--- config.mk ---
export PLATFORM = sky130hd
export DESIGN_NAME = mimo_dsp
export DESIGN_NICKNAME = d
export VERILOG_FILES = /design/src/rtl/mimo_dsp.sv
export SDC_FILE = /design/constraint.sdc
export NUM_CORES = 1
export LEC_CHECK = 0
export ABC_AREA = 1
export CAP_MARGIN = 20
export CORE_UTILIZATION = 34
export CTS_CLUSTER_DIAMETER = 80
export DETAILED_ROUTE_END_ITERATION = 12
export REMOVE_ABC_BUFFERS = 1
export SLEW_MARGIN = 20
export SYNTH_ARGS = -nofsm -noshare
export SYNTH_HDL_FRONTEND = slang
export SYNTH_SLANG_ARGS = --single-unit
export TNS_END_PERCENT = 20
--- constraint.sdc ---
create_clock -name clk -period 2.5 [get_ports clk]
set_input_delay 0.5 -clock clk [delete_from_list [all_inputs] [get_ports clk]]
set_output_delay 0.5 -clock clk [all_outputs]
set_load 0.01 [all_outputs]
--- src/rtl/mimo_dsp.sv ---
// mimo_dsp: N-lane cyclic spatial mixer for the MIMO receive path.
// Each output lane is its own sample plus half of the next lane's sample,
// saturated back to DATA_WIDTH. Two registered stages, one vector per cycle.
module mimo_dsp #(
  parameter int unsigned N          = 4,
  parameter int unsigned DATA_WIDTH = 16
) (
  input  logic                    clk,
  input  logic                    rst,
  input  logic [N*DATA_WIDTH-1:0] data_in,
  output logic [N*DATA_WIDTH-1:0] data_out
);

  localparam int unsigned DW = DATA_WIDTH;
  // One guard bit is enough: |x + x/2| stays below 2^DW.
  localparam int unsigned SW = DATA_WIDTH + 1;

  localparam logic signed [SW-1:0] SAT_MAX = {2'b00, {(DW-1){1'b1}}};
  localparam logic signed [SW-1:0] SAT_MIN = {2'b11, {(DW-1){1'b0}}};

  logic [N*DW-1:0] x_q;
  logic [N*DW-1:0] mix_c;

  // Stage 1: capture the raw lane samples.
  always_ff @(posedge clk or negedge rst) begin
    if (!rst) begin
      x_q <= '0;
    end else begin
      x_q <= data_in;
    end
  end

  for (genvar i = 0; i < N; i++) begin : g_lane
    // Cyclic neighbour; a single lane mixes with itself.
    localparam int unsigned J = (i + 1) % N;

    logic signed [SW-1:0] own_c;
    logic signed [SW-1:0] nbr_c;
    logic signed [SW-1:0] sum_c;
    logic        [DW-1:0] sat_c;

    // Widen both samples, add own + (neighbour >>> 1), clip to DW bits.
    always_comb begin
      own_c = {x_q[i*DW+DW-1], x_q[i*DW +: DW]};
      nbr_c = {x_q[J*DW+DW-1], x_q[J*DW +: DW]};
      sum_c = own_c + (nbr_c >>> 1);
      sat_c = sum_c[DW-1:0];
      if (sum_c > SAT_MAX) begin
        sat_c = SAT_MAX[DW-1:0];
      end else if (sum_c < SAT_MIN) begin
        sat_c = SAT_MIN[DW-1:0];
      end
    end

    assign mix_c[i*DW +: DW] = sat_c;
  end

  // Stage 2: register the mixed, saturated lanes.
  always_ff @(posedge clk or negedge rst) begin
    if (!rst) begin
      data_out <= '0;
    end else begin
      data_out <= mix_c;
    end
  end

endmodule

Word level (Yosys, flattened, before mapping)
Cells that the tools add are included.
{"block": "totals", "in_bits": 66, "output_inout_bits": 64, "register_bits": 128}
{"block": "classes", "mux": 8, "order_cmp": 8, "n_addsub": 4}
{"operator": "16-bit two-way mux", "n": 8}
{"operator": "16-bit by 15-bit adder with 17-bit output", "n": 4}
{"operator": "17-bit by 16-bit greater-than comparator with 1-bit output (second input constant)", "n": 4}
{"operator": "17-bit by 16-bit < comparator with 1-bit output (second input constant)", "n": 4}

Longest topological paths before layout
{"block": "logic_depth", "depth_word": 4, "mapped_depth": 17}

Least setup slack after synthesis
No wires, ideal clock.
{"block": "synth_timing", "path_kind": "reg-to-reg", "startpoint": "register x_q[1]", "endpoint": "register data_out[52]", "setup_time_ns": 0.120, "arrival_ns": 1.881, "path_stages_with_launch": 15, "path_slack_ns": 0.498, "n_path_buf": 1, "period_less_slack_ns": 2.002, "t_required_ns": 2.380, "cell_sequence": "dfrtp_1 ha_1 inv_1 fa_1 o21ai_0 nand3_1 nand2_1 nand2_1 nand2_1 nand2_1 nand2_2 nand2_2 buf_6 nand2_1 nand2_1"}
{"block": "synth_via", "elab_chain_len": 4}
{"element": "start, declared", "line": "21", "text": "logic [N*DW-1:0] x_q;"}
{"element": "start signal, assigned", "line": "29", "text": "x_q <= data_in;"}
{"element": "16-bit by 15-bit adder with 17-bit output *", "line": "46", "text": "sum_c = own_c + (nbr_c >>> 1);"}
{"element": "17-bit by 16-bit < comparator with 1-bit output", "line": "50", "text": "end else if (sum_c < SAT_MIN) begin"}
{"element": "16-bit two-way mux", "line": "50"}
{"element": "16-bit two-way mux *", "line": "48", "text": "if (sum_c > SAT_MAX) begin"}
{"element": "named net g_lane[3].sat_c[4]", "line": "40", "text": "logic [DW-1:0] sat_c;"}
{"element": "end signal, assigned", "line": "63", "text": "data_out <= mix_c;"}
{"element": "end, declared", "line": "11", "text": "output logic [N*DATA_WIDTH-1:0] data_out"}
Mark *: on every way through the listed nets, which the timed path passes. The rest lies on a longest branch.

Final worst setup path
Same ends and word-level chain as after synthesis.

==> results.ini <==
[logic_synthesis]
yosys_register_bits=128
synthCells=939
netlist_area_sq_mm=0.00741
seq_area_frac_synth_pct=43.2
syn_area_per_cell_sq_um=7.89
ys_types=26
synth_warnings=0

[power]
p_switching_uw=2220
p_seq_share_pct=36.6
comb_power_share_pct=30.0
p_int_uw=4840
p_sw_share_pct=31.5
clkPwrFrac_pct=33.5
ir_drop_mv=0.360
p_per_area_mw_per_mm2=734
leakagePower_uw=0.00507

[timing]
rsz0062_at_grt=no
fin_crit_ns=2.33
skew_ns=0.00940
finalCritPeriodShare_pct=93.3
fin_setup_tns_ns=0
slew_viol_final=0
fmax_mhz=428
setup_viol=0
fin_hold_ws_ns=0.0889
worst_pin_slew_ns=0.615
setup_ws_ns=0.166
hold_violations=0
slew-limit-headroom_pct=59.0

[critical_path]
reg2reg_setup_slack_ns=0.17
worstSetupEndpointType=register
arrival_ns=2.63
cp_max_fo=15
startpoint_type=register
reg2reg_to=data_out[52]$_DFF_PN0_
rr_startpoint=x_q[1]$_DFF_PN0_
worstPathRequired_ns=2.80
rr_worst_depth=13
path_class=register to register

[detailed_routing]
vias_per_cell=4.53
wl_per_cell_um=14.3
drcViolationCount=0
ant_nets=0
dr.pass1.iters=5
totalWireLength_mm=19.6
via_count=6216
drt_iter0_drc=368

[die]
dieArea_sq_mm=0.0224
io_pins=130
core_sq_mm=0.0212
die_x_um=150
rows=53
die_y_um=150
start_util_pct=34.9

[cts]
postCtsHoldBufs=0
cts_tree=yes
clock-sinks=128
root_buffer=clkbuf_16
cts_buffers=17
post_cts_buffers=0
cts_resized=0
clkTransAtPathRegs_ns=0.06
clk_path_buf_depth=2
clk_latency_ns=0.43
htree_levels=4

[global_routing]
grt_max_degree=49
grt_usage_pct=18.5
antenna_found_initial=0
grt-ovfl-total=0
grt_pass1_vias=5974
grt_pass1_wl_mm=31.0

[hold_path]
hold_class=input pin to asynchronous set/reset pin

[placed_design]
numPortBuffers=129
gp_congestion=0.860
hpwl_mm=16.0
dp_cells=1340
pre_cts_ws_ns=0.121

[finish]
final_cells=1372
n_fill_cell=2118
drive_gt1_share_pct=4.92
syn_to_final_growth_pct=29.9
fin_nets=1218
antenna_cells=0

[job]
maxCapViolCount=0

[outcome]
outcome=finished, final reports clean

-- critical path, stage by stage (launching register included) --
cell,delay [ns]
dfrtp_1,0.43
ha_1,0.20
inv_1,0.05
fa_1,0.41
o21ai_0,0.19
nand3_1,0.10
nand2_1,0.15
nand2_1,0.10
nand2_1,0.08
nand2_1,0.10
nand2_2,0.11
nand2_4,0.12
nand2_1,0.10
nand2_1,0.06
-- metal layers --
metal  up-vias  GRT usage, %  part of all wire (%)
li1       3222             -                     -
met1      2843          26.0                    50
met5         -             0                     0
met4         0          6.07                   1.5
met2       133          27.9                    44
met3        18          4.33                   4.5
-- registers in the layout, indices dropped and copies added (netlist names) --
name and flops:
data_out 64, x_q 64
-- synth_stat cells, drive strengths merged --
cell	instances	area, sq um
dfrtp	128	3200
nor3	8	55.1
or2	3	18.8
nand3b	1	7.51
buf	8	63.8
xor2	28	245
inv	126	473
o21ai	6	30.0
o21bai	8	60.1
and2	8	50.1
xnor2	12	105
ha	64	801
nand2	379	1450
nand4	14	106
a21oi	55	275
nor2	42	158
and3	3	18.8
fa	4	80.1
a21o	1	7.51
nand3	41	205
-- cells by family after synthesis --
logic type,Yosys count,share of synthesized area [%]
simple gates,499,27.9
fa+ha+maj,68,11.9
xor+xnor,40,4.73
flops,128,43.2
buf+inv,134,7.25
compound gates,70,5.03
-- stage by stage --
step / util [%] / instance area [sq um] / total power, uW
floorplan: - / 7340 / 3680
finish: 45.3 / 9620 / 7060
global route: 45.3 / 9620 / 7490
CTS: 45.2 / 9590 / 7130
detailed placement: 42.5 / 9030 / 4730
global placement: 42.5 / 9030 / 4720
-- layout by cell type (no fill, tap or decap), types with 2 or more instances in the layout --
cell type	instances
a21oi_1	55
and2_1	8
and3_1	3
buf_4	5
clkbuf_1	2
clkbuf_16	17
clkbuf_8	2
clkdlybuf4s50_1	128
clkinv_2	2
clkinv_4	3
clkinvlp_4	3
dfrtp_1	128
fa_1	4
ha_1	64
inv_1	123
inv_2	3
inv_6	2
nand2_1	370
nand2_2	7
nand2_4	2
nand3_1	41
nand4_1	11
nand4_4	2
nor2_1	42
nor3_1	5
nor3_2	3
o21ai_0	6
o21bai_1	8
or2_0	3
xnor2_1	12
xor2_1	28
-- area by class of cell --
class	instances	area [sq um]	share of cell area, %
repair buffers	134	1340	13.9
inverters	126	473	4.92
clock buffers	21	460	4.79
clock inverters	11	106	1.11
flip-flops and latches	128	3200	33.3
multi-input cells	677	3700	38.4
well taps	275	344	3.58
-- worst max path at each step --
| stage | depth (start not counted) | start | to | slack (ns) |
|---|---|---|---|---|
| 6_report | 13 | x_q[1]$_DFF_PN0_ | data_out[52]$_DFF_PN0_ | 0.17 |
| 5_1_grt | 10 | x_q[49]$_DFF_PN0_ | data_out[34]$_DFF_PN0_ | 0.0009 |
| 4_1_cts | 10 | x_q[1]$_DFF_PN0_ | data_out[50]$_DFF_PN0_ | 0.08 |
| 3_5_place_dp | 10 | x_q[1]$_DFF_PN0_ | data_out[62]$_DFF_PN0_ | 0.12 |
| 3_3_place_gp | 10 | x_q[1]$_DFF_PN0_ | data_out[51]$_DFF_PN0_ | 0.19 |
| 2_1_floorplan | 13 | x_q[1]$_DFF_PN0_ | data_out[58]$_DFF_PN0_ | 0.53 |
-- power by group through the flow --
stage                     Combinational [uW]  Sequential (uW)  Clock (uW)
after floorplan                          979             2700           0
after global placement                  2090             2640           0
after detailed placement                2110             2630           0
after CTS                               2120             2590        2410
after global routing                    2360             2610        2510
final                                   2120             2580        2360
Power figures use the tool's default switching activity.
